### src/rtl/cu_pkg.sv
// cu_pkg -- shared definitions for the control unit.
// Holds the opcode constants (IR_Data[31:27]), the ALU operation codes that
// the control unit places on alu_instruction_bits, the FSM state encoding and
// the instruction-class encoding produced by cu_decode.
package cu_pkg;

  // Opcodes
  localparam logic [4:0] OP_LD        = 5'b00000;
  localparam logic [4:0] OP_LDI       = 5'b00001;
  localparam logic [4:0] OP_ST        = 5'b00010;
  localparam logic [4:0] OP_ALU_FIRST = 5'b00011;
  localparam logic [4:0] OP_ALU_LAST  = 5'b01011;
  localparam logic [4:0] OP_ADDI      = 5'b01100;
  localparam logic [4:0] OP_ANDI      = 5'b01101;
  localparam logic [4:0] OP_ORI       = 5'b01110;
  localparam logic [4:0] OP_DIV       = 5'b01111;
  localparam logic [4:0] OP_MUL       = 5'b10000;
  localparam logic [4:0] OP_NEG       = 5'b10001;
  localparam logic [4:0] OP_NOT       = 5'b10010;
  localparam logic [4:0] OP_MFHI      = 5'b11000;
  localparam logic [4:0] OP_MFLO      = 5'b11001;
  localparam logic [4:0] OP_NOP       = 5'b11010;
  localparam logic [4:0] OP_HALT      = 5'b11011;

  // ALU operation codes used by the immediate and address-forming steps
  localparam logic [4:0] ALU_ADD = 5'b00011;
  localparam logic [4:0] ALU_AND = 5'b00101;
  localparam logic [4:0] ALU_OR  = 5'b00110;
  localparam logic [4:0] ALU_NONE = 5'b00000;

  typedef enum logic [3:0] {
    S_IDLE = 4'd0,
    S_T0   = 4'd1,
    S_T1   = 4'd2,
    S_T2   = 4'd3,
    S_T3   = 4'd4,
    S_T4   = 4'd5,
    S_T5   = 4'd6,
    S_T6   = 4'd7,
    S_T7   = 4'd8,
    S_HALT = 4'd9
  } state_e;

  typedef enum logic [3:0] {
    CL_ALU     = 4'd0,
    CL_IMM     = 4'd1,
    CL_UNARY   = 4'd2,
    CL_MULDIV  = 4'd3,
    CL_LDI     = 4'd4,
    CL_LD      = 4'd5,
    CL_ST      = 4'd6,
    CL_MFHI    = 4'd7,
    CL_MFLO    = 4'd8,
    CL_NOP     = 4'd9,
    CL_HALT    = 4'd10,
    CL_ILLEGAL = 4'd11
  } op_class_e;

endpackage

### src/rtl/control_unit_if.sv
// control_unit_if -- bundle between the control unit and the datapath.
// Inputs to the control unit: start, IR_Data[31:0], CON_out.
// Outputs of the control unit: register strobes, bus selects, register-file
// select/encode controls, memory strobes, alu_instruction_bits[4:0], run,
// illegal.
// modport master: the control unit.  modport slave: the datapath side.
interface control_unit_if;
  logic        start;
  logic [31:0] IR_Data;
  logic        CON_out;
  logic PC_in, IR_in, Y_in, Z_in, HI_in, LO_in, MAR_in, MDR_in, IncPC;
  logic PC_out, Zhigh_out, Zlow_out, HI_out, LO_out, MDR_out, C_out;
  logic Gra, Grb, Grc, Rin, Rout, BAout;
  logic Read, Write;
  logic [4:0] alu_instruction_bits;
  logic run, illegal;

  modport master (
    input  start, IR_Data, CON_out,
    output PC_in, IR_in, Y_in, Z_in, HI_in, LO_in, MAR_in, MDR_in, IncPC,
    output PC_out, Zhigh_out, Zlow_out, HI_out, LO_out, MDR_out, C_out,
    output Gra, Grb, Grc, Rin, Rout, BAout, Read, Write,
    output alu_instruction_bits, run, illegal
  );

  modport slave (
    output start, IR_Data, CON_out,
    input  PC_in, IR_in, Y_in, Z_in, HI_in, LO_in, MAR_in, MDR_in, IncPC,
    input  PC_out, Zhigh_out, Zlow_out, HI_out, LO_out, MDR_out, C_out,
    input  Gra, Grb, Grc, Rin, Rout, BAout, Read, Write,
    input  alu_instruction_bits, run, illegal
  );
endinterface

### src/rtl/cu_decode.sv
// cu_decode -- combinational opcode-to-class decode.
// Ports: opcode[4:0] in; op_class out (instruction class); alu_code[4:0] out
// (ALU operation for the compute step of that class).
// Build option: CU_MULDIV_EN -- when defined, mul/div decode to CL_MULDIV;
// otherwise they are treated as unsupported opcodes.
module cu_decode
  import cu_pkg::*;
(
  input  logic [4:0] opcode,
  output op_class_e  op_class,
  output logic [4:0] alu_code
);

  // Classify the opcode and pick the ALU operation it needs
  always_comb begin
    op_class = CL_ILLEGAL;
    alu_code = ALU_NONE;
    if ((opcode >= OP_ALU_FIRST) && (opcode <= OP_ALU_LAST)) begin
      op_class = CL_ALU;
      alu_code = opcode;
    end else begin
      case (opcode)
        OP_LD:   begin op_class = CL_LD;    alu_code = ALU_ADD; end
        OP_LDI:  begin op_class = CL_LDI;   alu_code = ALU_ADD; end
        OP_ST:   begin op_class = CL_ST;    alu_code = ALU_ADD; end
        OP_ADDI: begin op_class = CL_IMM;   alu_code = ALU_ADD; end
        OP_ANDI: begin op_class = CL_IMM;   alu_code = ALU_AND; end
        OP_ORI:  begin op_class = CL_IMM;   alu_code = ALU_OR;  end
        OP_NEG, OP_NOT: begin op_class = CL_UNARY; alu_code = opcode; end
`ifdef CU_MULDIV_EN
        OP_MUL, OP_DIV: begin op_class = CL_MULDIV; alu_code = opcode; end
`endif
        OP_MFHI: op_class = CL_MFHI;
        OP_MFLO: op_class = CL_MFLO;
        OP_NOP:  op_class = CL_NOP;
        OP_HALT: op_class = CL_HALT;
        default: op_class = CL_ILLEGAL;
      endcase
    end
  end

endmodule

### src/rtl/control_unit.sv
// control_unit -- microsequencer for the CPU datapath.
// Ports: clk (rising edge), clr (asynchronous, active-low reset),
//        bus (control_unit_if.master: start, IR_Data, CON_out in; all
//        strobes/selects, alu_instruction_bits, run, illegal out).
// Parameter AUTO_START: when 1, IDLE is left on the first clock after reset.
// Build option: CU_MULDIV_EN enables the mul/div sequence (see cu_decode).
// Outputs are a Moore decode of the state register and the current opcode, so
// they fall to 0 as soon as clr forces the state to IDLE. CON_out is unused in
// this revision.
module control_unit
  import cu_pkg::*;
#(
  parameter bit AUTO_START = 1'b0
)(
  input  logic clk,
  input  logic clr,
  control_unit_if.master bus
);

  state_e     state_q, state_d;
  op_class_e  op_class_s;
  logic [4:0] alu_code_s;
  logic [27:0] ir_unused;

  assign ir_unused = {bus.CON_out, bus.IR_Data[26:0]};

  cu_decode u_decode (
    .opcode  (bus.IR_Data[31:27]),
    .op_class(op_class_s),
    .alu_code(alu_code_s)
  );

  // State register with asynchronous clear to IDLE
  always_ff @(posedge clk or negedge clr) begin
    if (!clr) state_q <= S_IDLE;
    else      state_q <= state_d;
  end

  // Next-state sequencing; each class ends by returning to T0
  always_comb begin
    state_d = state_q;
    case (state_q)
      S_IDLE: begin
        if (bus.start || AUTO_START) state_d = S_T0;
        else                         state_d = S_IDLE;
      end
      S_T0: state_d = S_T1;
      S_T1: state_d = S_T2;
      S_T2: state_d = S_T3;
      S_T3: begin
        case (op_class_s)
          CL_ALU, CL_IMM, CL_UNARY, CL_MULDIV,
          CL_LDI, CL_LD, CL_ST: state_d = S_T4;
          CL_HALT:              state_d = S_HALT;
          default:              state_d = S_T0;
        endcase
      end
      S_T4: begin
        case (op_class_s)
          CL_ALU, CL_IMM, CL_MULDIV, CL_LDI, CL_LD, CL_ST: state_d = S_T5;
          default: state_d = S_T0;
        endcase
      end
      S_T5: begin
        case (op_class_s)
          CL_MULDIV, CL_LD, CL_ST: state_d = S_T6;
          default:                 state_d = S_T0;
        endcase
      end
      S_T6: begin
        case (op_class_s)
          CL_LD, CL_ST: state_d = S_T7;
          default:      state_d = S_T0;
        endcase
      end
      S_T7:   state_d = S_T0;
      S_HALT: state_d = S_HALT;
      default: state_d = S_IDLE;
    endcase
  end

  // Moore output decode of state and instruction class
  always_comb begin
    bus.PC_in = 1'b0;  bus.IR_in = 1'b0;  bus.Y_in = 1'b0;   bus.Z_in = 1'b0;
    bus.HI_in = 1'b0;  bus.LO_in = 1'b0;  bus.MAR_in = 1'b0; bus.MDR_in = 1'b0;
    bus.IncPC = 1'b0;  bus.PC_out = 1'b0; bus.Zhigh_out = 1'b0;
    bus.Zlow_out = 1'b0; bus.HI_out = 1'b0; bus.LO_out = 1'b0;
    bus.MDR_out = 1'b0; bus.C_out = 1'b0; bus.Gra = 1'b0; bus.Grb = 1'b0;
    bus.Grc = 1'b0;    bus.Rin = 1'b0;   bus.Rout = 1'b0;   bus.BAout = 1'b0;
    bus.Read = 1'b0;   bus.Write = 1'b0; bus.alu_instruction_bits = ALU_NONE;
    bus.illegal = 1'b0;
    bus.run = (state_q != S_IDLE) && (state_q != S_HALT);
    case (state_q)
      S_T0: begin bus.PC_out = 1'b1; bus.MAR_in = 1'b1; bus.IncPC = 1'b1; bus.Z_in = 1'b1; end
      S_T1: begin bus.Zlow_out = 1'b1; bus.PC_in = 1'b1; bus.Read = 1'b1; bus.MDR_in = 1'b1; end
      S_T2: begin bus.MDR_out = 1'b1; bus.IR_in = 1'b1; end
      S_T3: begin
        case (op_class_s)
          CL_ALU, CL_IMM: begin bus.Grb = 1'b1; bus.Rout = 1'b1; bus.Y_in = 1'b1; end
          CL_UNARY: begin
            bus.Grb = 1'b1; bus.Rout = 1'b1; bus.Z_in = 1'b1;
            bus.alu_instruction_bits = alu_code_s;
          end
          CL_MULDIV: begin bus.Gra = 1'b1; bus.Rout = 1'b1; bus.Y_in = 1'b1; end
          CL_LDI, CL_LD, CL_ST: begin bus.Grb = 1'b1; bus.BAout = 1'b1; bus.Y_in = 1'b1; end
          CL_MFHI: begin bus.HI_out = 1'b1; bus.Gra = 1'b1; bus.Rin = 1'b1; end
          CL_MFLO: begin bus.LO_out = 1'b1; bus.Gra = 1'b1; bus.Rin = 1'b1; end
          CL_ILLEGAL: bus.illegal = 1'b1;
          default: ;  // nop and halt drive no strobes
        endcase
      end
      S_T4: begin
        case (op_class_s)
          CL_ALU: begin
            bus.Grc = 1'b1; bus.Rout = 1'b1; bus.Z_in = 1'b1;
            bus.alu_instruction_bits = alu_code_s;
          end
          CL_IMM, CL_LDI, CL_LD, CL_ST: begin
            bus.C_out = 1'b1; bus.Z_in = 1'b1;
            bus.alu_instruction_bits = alu_code_s;
          end
          CL_UNARY: begin bus.Zlow_out = 1'b1; bus.Gra = 1'b1; bus.Rin = 1'b1; end
          CL_MULDIV: begin
            bus.Grb = 1'b1; bus.Rout = 1'b1; bus.Z_in = 1'b1;
            bus.alu_instruction_bits = alu_code_s;
          end
          default: ;
        endcase
      end
      S_T5: begin
        case (op_class_s)
          CL_ALU, CL_IMM, CL_LDI: begin bus.Zlow_out = 1'b1; bus.Gra = 1'b1; bus.Rin = 1'b1; end
          CL_MULDIV: begin bus.Zlow_out = 1'b1; bus.LO_in = 1'b1; end
          CL_LD, CL_ST: begin bus.Zlow_out = 1'b1; bus.MAR_in = 1'b1; end
          default: ;
        endcase
      end
      S_T6: begin
        case (op_class_s)
          CL_MULDIV: begin bus.Zhigh_out = 1'b1; bus.HI_in = 1'b1; end
          CL_LD: begin bus.Read = 1'b1; bus.MDR_in = 1'b1; end
          CL_ST: begin bus.Gra = 1'b1; bus.Rout = 1'b1; bus.MDR_in = 1'b1; end
          default: ;
        endcase
      end
      S_T7: begin
        case (op_class_s)
          CL_LD: begin bus.MDR_out = 1'b1; bus.Gra = 1'b1; bus.Rin = 1'b1; end
          CL_ST: bus.Write = 1'b1;
          default: ;
        endcase
      end
      default: ;  // IDLE and HALT drive nothing
    endcase
  end

endmodule

### src/flat_wrapper.sv
// flat-port wrapper written by rule: the top's interface ports become plain ports
module control_unit_flat import cu_pkg::*;
#(
  parameter bit AUTO_START = 1'b0
)
  (clk, clr, bus_start, bus_IR_Data, bus_CON_out, bus_PC_in, bus_IR_in, bus_Y_in, bus_Z_in, bus_HI_in, bus_LO_in, bus_MAR_in, bus_MDR_in, bus_IncPC, bus_PC_out, bus_Zhigh_out, bus_Zlow_out, bus_HI_out, bus_LO_out, bus_MDR_out, bus_C_out, bus_Gra, bus_Grb, bus_Grc, bus_Rin, bus_Rout, bus_BAout, bus_Read, bus_Write, bus_alu_instruction_bits, bus_run, bus_illegal);
  control_unit_if bus_i ();
  input  logic clk;
  input  logic clr;
  input wire logic [$bits(bus_i.start)-1:0] bus_start;
  input wire logic [$bits(bus_i.IR_Data)-1:0] bus_IR_Data;
  input wire logic [$bits(bus_i.CON_out)-1:0] bus_CON_out;
  output wire logic [$bits(bus_i.PC_in)-1:0] bus_PC_in;
  output wire logic [$bits(bus_i.IR_in)-1:0] bus_IR_in;
  output wire logic [$bits(bus_i.Y_in)-1:0] bus_Y_in;
  output wire logic [$bits(bus_i.Z_in)-1:0] bus_Z_in;
  output wire logic [$bits(bus_i.HI_in)-1:0] bus_HI_in;
  output wire logic [$bits(bus_i.LO_in)-1:0] bus_LO_in;
  output wire logic [$bits(bus_i.MAR_in)-1:0] bus_MAR_in;
  output wire logic [$bits(bus_i.MDR_in)-1:0] bus_MDR_in;
  output wire logic [$bits(bus_i.IncPC)-1:0] bus_IncPC;
  output wire logic [$bits(bus_i.PC_out)-1:0] bus_PC_out;
  output wire logic [$bits(bus_i.Zhigh_out)-1:0] bus_Zhigh_out;
  output wire logic [$bits(bus_i.Zlow_out)-1:0] bus_Zlow_out;
  output wire logic [$bits(bus_i.HI_out)-1:0] bus_HI_out;
  output wire logic [$bits(bus_i.LO_out)-1:0] bus_LO_out;
  output wire logic [$bits(bus_i.MDR_out)-1:0] bus_MDR_out;
  output wire logic [$bits(bus_i.C_out)-1:0] bus_C_out;
  output wire logic [$bits(bus_i.Gra)-1:0] bus_Gra;
  output wire logic [$bits(bus_i.Grb)-1:0] bus_Grb;
  output wire logic [$bits(bus_i.Grc)-1:0] bus_Grc;
  output wire logic [$bits(bus_i.Rin)-1:0] bus_Rin;
  output wire logic [$bits(bus_i.Rout)-1:0] bus_Rout;
  output wire logic [$bits(bus_i.BAout)-1:0] bus_BAout;
  output wire logic [$bits(bus_i.Read)-1:0] bus_Read;
  output wire logic [$bits(bus_i.Write)-1:0] bus_Write;
  output wire logic [$bits(bus_i.alu_instruction_bits)-1:0] bus_alu_instruction_bits;
  output wire logic [$bits(bus_i.run)-1:0] bus_run;
  output wire logic [$bits(bus_i.illegal)-1:0] bus_illegal;
  assign bus_i.start = bus_start;
  assign bus_i.IR_Data = bus_IR_Data;
  assign bus_i.CON_out = bus_CON_out;
  assign bus_PC_in = bus_i.PC_in;
  assign bus_IR_in = bus_i.IR_in;
  assign bus_Y_in = bus_i.Y_in;
  assign bus_Z_in = bus_i.Z_in;
  assign bus_HI_in = bus_i.HI_in;
  assign bus_LO_in = bus_i.LO_in;
  assign bus_MAR_in = bus_i.MAR_in;
  assign bus_MDR_in = bus_i.MDR_in;
  assign bus_IncPC = bus_i.IncPC;
  assign bus_PC_out = bus_i.PC_out;
  assign bus_Zhigh_out = bus_i.Zhigh_out;
  assign bus_Zlow_out = bus_i.Zlow_out;
  assign bus_HI_out = bus_i.HI_out;
  assign bus_LO_out = bus_i.LO_out;
  assign bus_MDR_out = bus_i.MDR_out;
  assign bus_C_out = bus_i.C_out;
  assign bus_Gra = bus_i.Gra;
  assign bus_Grb = bus_i.Grb;
  assign bus_Grc = bus_i.Grc;
  assign bus_Rin = bus_i.Rin;
  assign bus_Rout = bus_i.Rout;
  assign bus_BAout = bus_i.BAout;
  assign bus_Read = bus_i.Read;
  assign bus_Write = bus_i.Write;
  assign bus_alu_instruction_bits = bus_i.alu_instruction_bits;
  assign bus_run = bus_i.run;
  assign bus_illegal = bus_i.illegal;
  control_unit #(.AUTO_START(AUTO_START)) u_core (.clk(clk), .clr(clr), .bus(bus_i));
endmodule
### config.mk
export PLATFORM = sky130hd
export DESIGN_NAME = control_unit_flat
export DESIGN_NICKNAME = d
export VERILOG_FILES = /design/src/rtl/cu_pkg.sv /design/src/rtl/control_unit_if.sv /design/src/rtl/cu_decode.sv /design/src/rtl/control_unit.sv /design/src/flat_wrapper.sv
export SDC_FILE = /design/constraint.sdc
export NUM_CORES = 1
export LEC_CHECK = 0
export BUFFER_PORTS_ARGS = -buffer_cell sky130_fd_sc_hd__buf_2
export CAP_MARGIN = 40
export CORE_ASPECT_RATIO = 1.4
export CORE_MARGIN = 2
export CORE_UTILIZATION = 43
export DETAILED_ROUTE_END_ITERATION = 7
export PLACE_DENSITY = 0.95
export SYNTH_ARGS = -nofsm -noshare
export SYNTH_HDL_FRONTEND = slang
export SYNTH_SLANG_ARGS = --single-unit
export TNS_END_PERCENT = 1
### constraint.sdc
create_clock -name clk -period 3.6 [get_ports clk]
set_input_delay 0.54 -clock clk [delete_from_list [all_inputs] [get_ports clk]]
set_output_delay 0.54 -clock clk [all_outputs]
set_load 0.05 [all_outputs]
==> reports/metrics.yaml, run 1 <==
worstPathMaxFanout: 19
holdBufCountCts: 0
syn_area_um2: 870
clock-sinks: 4
maxCapViolCount: 0
die_y_um: 57.2
tns_ps: 0
synth_mux_area_share_pct: 0
ir_drop_uv: 393
top_regs: "u_core.state_q: 4 flops"
power.leakage_nw: 0.513
synthArstFlopShare_pct: 100
clk_latency_ps: 240
synth_seq_cells: 4
cp_data_arrival_time_ps: 2340
dp.cells: 160
largest-register: "u_core.state_q"
drive_gt1_share_pct: 35.2
slew_violations: 0
tritoncts: "yes"
post-route-period-util_pct: 80.0
rows: 19
synth-compound-area-share_pct: 21.4
instances_no_fill: 163
coreArea_um2: 1930
nNetsFinal: 180
antennaDiodeCount: 0
synth_xor_area_share_pct: 2.88
drc: 0
layout_min_cycle_time_ps: 2880
power.density_nw_per_um2: 696
hold_slack_ps: 94.6
via_count: 1006
postRouteAntennaNets: 0
ys_types: 48
status: "completed"
initial_core_util_pct: 45.2
synth_cells: 117
slew_headroom_pct: 59.8
seqCellArea_um2: 100
cts_htree_levels: 1
grt_overflow_total: 0
synth_top_family_by_area: "simple AND/OR/NAND/NOR gates"
worst_slew_pin_slew_ps: 598
yosysWarnings: 0
grt_max_degree: 20
syn2layout_area_growth_pct: 15.7
finClkSkew_ps: 3.63
via_per_inst: 6.17
routabilityCongestion: 0.913
worst_setup_path_start_kind: "flip-flop"
path_clk_slew_ps: 40
numCtsBuffers: 3
max_freq_mhz: 347
endpoint_kind: "output port"
die_x_um: 42.0
use_met2_pct: 34.8
pre_cts_ws_ps: 804
grtUsageMet3_pct: 4.75
rsz0062_at_grt: "no"
synth_fa_ha_area_share_pct: 2.30
track_usage_pct: 20.1
wire_per_inst_um: 14.0
required_ps: 3060
drt_iter0_markers: 27
antenna_found_initial: 0
place_hpwl_um: 1770
nFillCells: 182
grt-busiest-layer: "met2"
hp-class: "primary input to asynchronous set/reset pin"
yosysSeqAreaShare_pct: 11.5
layout_commonest_cell: "buf_2"
synth-simple-area-share_pct: 48.2
grt_pass1_wl_um: 3850
largest_reg_flops: 4
clock_path_buffers: 2
grt_use_met1_pct: 19.5
root_buffer: "clkbuf_4"
postCtsSetupBuffers: 0
layout_common_cells: "35 x buf_2, 10 x nor2_1, 7 x nand2_1"
crit_type: "flip-flop to output port"
hold_viol_final: 0
worst_slack_ps: 721
synth_edf_count: 0
synth_area_per_cell_um2: 7.43
dr.pass1.iters: 4
finalSetupViolCount: 0
wirelength_um: 2290
io_buffers: 35
ioPinCount: 67
synthFlopType: "dfrtp_1"
die_area_um2: 2400
multi_input_area_um2: 663
cts_resized: 0
grt_pass1_vias: 948
final timing paths:
kind	from	endpoint	slack (ps)	depth (start not counted)
worst max-delay path	u_core.state_q[2]$_DFF_PN0_	bus_alu_instruction_bits[3]	720	5
worst min register to register	u_core.state_q[3]$_DFF_PN0_	u_core.state_q[1]$_DFF_PN0_	800	1
max in group asynchronous	clr	u_core.state_q[2]$_DFF_PN0_	3390	1
worst max register to register	u_core.state_q[2]$_DFF_PN0_	u_core.state_q[3]$_DFF_PN0_	1800	3
min in group clk	u_core.state_q[3]$_DFF_PN0_	u_core.state_q[1]$_DFF_PN0_	800	1
worst min-delay path	clr	u_core.state_q[3]$_DFF_PN0_	90	1
area by class of cell:
type                       count  area share, %
multi-input combinational     95           65.9
timing repair buffer          35           17.4
sequential                     4           9.95
tap                           21           2.61
clock buffer                   3           2.24
inverter                       5           1.87
synthesized netlist by cell type (all sizes together) (3+ instances only):
library cell,count,area [um2]
buf,10,77.6
nor2,10,37.5
nand2,7,26.3
and2,6,37.5
clkbuf,5,18.8
inv,5,18.8
nor3,5,25.0
nor4,5,52.6
o21ai,5,25.0
dfrtp,4,100
nand2b,4,25.0
nand3,4,20.0
nor2b,4,25.0
o22ai,3,18.8
or2,3,18.8
cell families (layout without fill, tap and decap cells):
group / count (synthesis) / in the layout
simple gates: 63 / 63
compound gates: 25 / 25
buf+inv: 20 / 43
flops: 4 / 4
fa+ha+maj: 2 / 2
xor+xnor: 2 / 2
other cells: 1 / 3
routing by layer:
layer / vias up / wire, um
met5: - / 0
met4: 0 / 69
met3: 8 / 157
met2: 54 / 1220
met1: 466 / 846
li1: 478 / -
stage by stage:
step | cell area [um2] | power [mW] | utilization (%)
6_report | 1010 | 0.700 | 52.2
5_1_grt | 1010 | 0.746 | 52.2
4_1_cts | 1010 | 0.703 | 52.2
3_5_place_dp | 983 | 0.643 | 51.1
3_3_place_gp | 983 | 0.631 | 51.1
2_1_floorplan | 878 | 0.555 | -
power by group:
part,internal (mW),switching [mW]
clock,0.0373,0.0193
sequential,0.0596,0.0591
combinational,0.144,0.381
total,0.241,0.459
critical path, cell delays in order (launching register included):
cell and delay [ps]:
dfrtp_1 650, or4b_4 590, nor4_4 150, o21bai_2 190
nor4b_4 220, buf_2 300
No activity file was read; power rests on OpenSTA's default activity.
==> run 2: changes to the inputs <==
--- a/config.mk
+++ b/config.mk
@@ -9,9 +9,9 @@
 export CAP_MARGIN = 40
 export CORE_ASPECT_RATIO = 1.4
 export CORE_MARGIN = 2
-export CORE_UTILIZATION = 43
+export CORE_UTILIZATION = 40
 export DETAILED_ROUTE_END_ITERATION = 7
-export PLACE_DENSITY = 0.95
+export PLACE_DENSITY = 0.91
 export SYNTH_ARGS = -nofsm -noshare
 export SYNTH_HDL_FRONTEND = slang
 export SYNTH_SLANG_ARGS = --single-unit
==> constraint.sdc (replaced) <==
create_clock -name clk -period 2.7 [get_ports clk]
set_input_delay 0.405 -clock clk [delete_from_list [all_inputs] [get_ports clk]]
set_output_delay 0.405 -clock clk [all_outputs]
set_load 0.05 [all_outputs]
==> reports/metrics.yaml, run 2 (synthesized netlist as in run 1, its figures left out) <==
antenna_found_initial: 0
clk_latency_ps: 250
ir_drop_uv: 429
fin_area_um2: 1070
drive_gt1_share_pct: 38.7
tritoncts: "yes"
layout_commonest_cell: "buf_2"
endpoint_kind: "output port"
layout_min_cycle_time_ps: 2590
via_per_inst: 6.10
wire_per_inst_um: 14.9
die_x_um: 43.4
clock-sinks: 4
max_freq_mhz: 386
grt_overflow_total: 0
via_count: 1050
place_hpwl_um: 1950
postRouteAntennaNets: 0
reg2reg_setup_slack_ps: 1010
grt_max_degree: 18
postCtsSetupBuffers: 0
root_buffer: "clkbuf_4"
largest_reg_flops: 4
power.density_nw_per_um2: 914
status: "completed"
coreArea_um2: 2130
die_area_um2: 2570
cp_data_arrival_time_ps: 2190
crit_type: "flip-flop to output port"
routabilityCongestion: 0.890
io_buffers: 35
die_y_um: 59.2
hold_viol_final: 0
worst_setup_path_start_kind: "flip-flop"
required_ps: 2300
nNetsFinal: 188
place_area_um2: 1040
finalSetupViolCount: 0
drc: 0
ioPinCount: 67
antennaDiodeCount: 0
maxCapViolCount: 0
top_regs: "u_core.state_q: 4 flops"
clock_path_buffers: 2
final_util_pct: 50.5
post-route-period-util_pct: 96.0
power.leakage_nw: 0.553
rsz0062_at_grt: "no"
hp-class: "primary input to asynchronous set/reset pin"
grt_pass1_wl_um: 4200
syn2layout_area_growth_pct: 23.6
numCtsBuffers: 3
track_usage_pct: 20.9
worstPathMaxFanout: 8
finClkSkew_ps: 8.63
layout_common_cells: "35 x buf_2, 10 x nor2_1, 7 x nand2_1, 7 x buf_4, 6 x and2_1"
rows: 20
dr.pass1.iters: 4
largest-register: "u_core.state_q"
wirelength_um: 2560
drt_iter0_markers: 38
path_clk_slew_ps: 40
slew_violations: 0
grt_pass1_vias: 967
cts_resized: 0
cts_htree_levels: 1
initial_core_util_pct: 40.9
-- run 2: per-stage QoR --
step,hold WS [ps],setup TNS (ps),std cells,worst slack [ps],power (mW)
final,490,0,172,109,0.983
after global routing,496,0,172,3.36,1.05
after floorplan,109,-235,119,-166,0.741
after detailed placement,213,0,168,234,0.896
after CTS,490,0,172,114,0.980
after global placement,210,0,168,282,0.881
-- run 2: final timing paths --
check,startpoint,to,depth (start not counted)
min,clr,u_core.state_q[1]$_DFF_PN0_,2
max in group asynchronous,clr,u_core.state_q[3]$_DFF_PN0_,2
max,u_core.state_q[1]$_DFF_PN0_,bus_alu_instruction_bits[3],5
max reg2reg,u_core.state_q[1]$_DFF_PN0_,u_core.state_q[3]$_DFF_PN0_,3
min reg2reg,u_core.state_q[3]$_DFF_PN0_,u_core.state_q[1]$_DFF_PN0_,1
min in group clk,u_core.state_q[3]$_DFF_PN0_,u_core.state_q[1]$_DFF_PN0_,1
-- run 2: power breakdown --
group          internal [mW]  switching (mW)  leakage [nW]
Clock                 0.0500          0.0292        0.0138
Sequential            0.0805          0.0252        0.0518
Combinational          0.222           0.576         0.487
Total                  0.352           0.631         0.553
-- run 2: worst max-delay path: stages, from the launching register on --
cell and delay [ps]:
dfrtp_1 460, or4b_4 610, nor4_4 160, o21bai_2 190
nor4b_4 220, buf_2 300
-- run 2: what timing repair did --
item	4_1_cts	5_1_grt
setup endpoints to repair	0	0
hold buffers	1	0
hold endpoints to repair	4	0
-- run 2: metal layers --
metal  global-route usage [%]  vias to the layer above  part of all wire [%]
met4                     12.6                        0                   3.4
met2                     38.0                       56                    53
li1                         -                      490                     -
met3                     3.05                        8                   7.2
met1                     22.2                      496                    37
met5                        0                        -                     0
-- run 2: layout make-up --
class	count	area, um2
Tap cell	22	27.5
Clock buffer	3	22.5
Inverter	5	18.8
Multi-Input combinational cell	95	668
Sequential cell	4	100
Timing Repair Buffer	43	238
Fill cell	202	1050
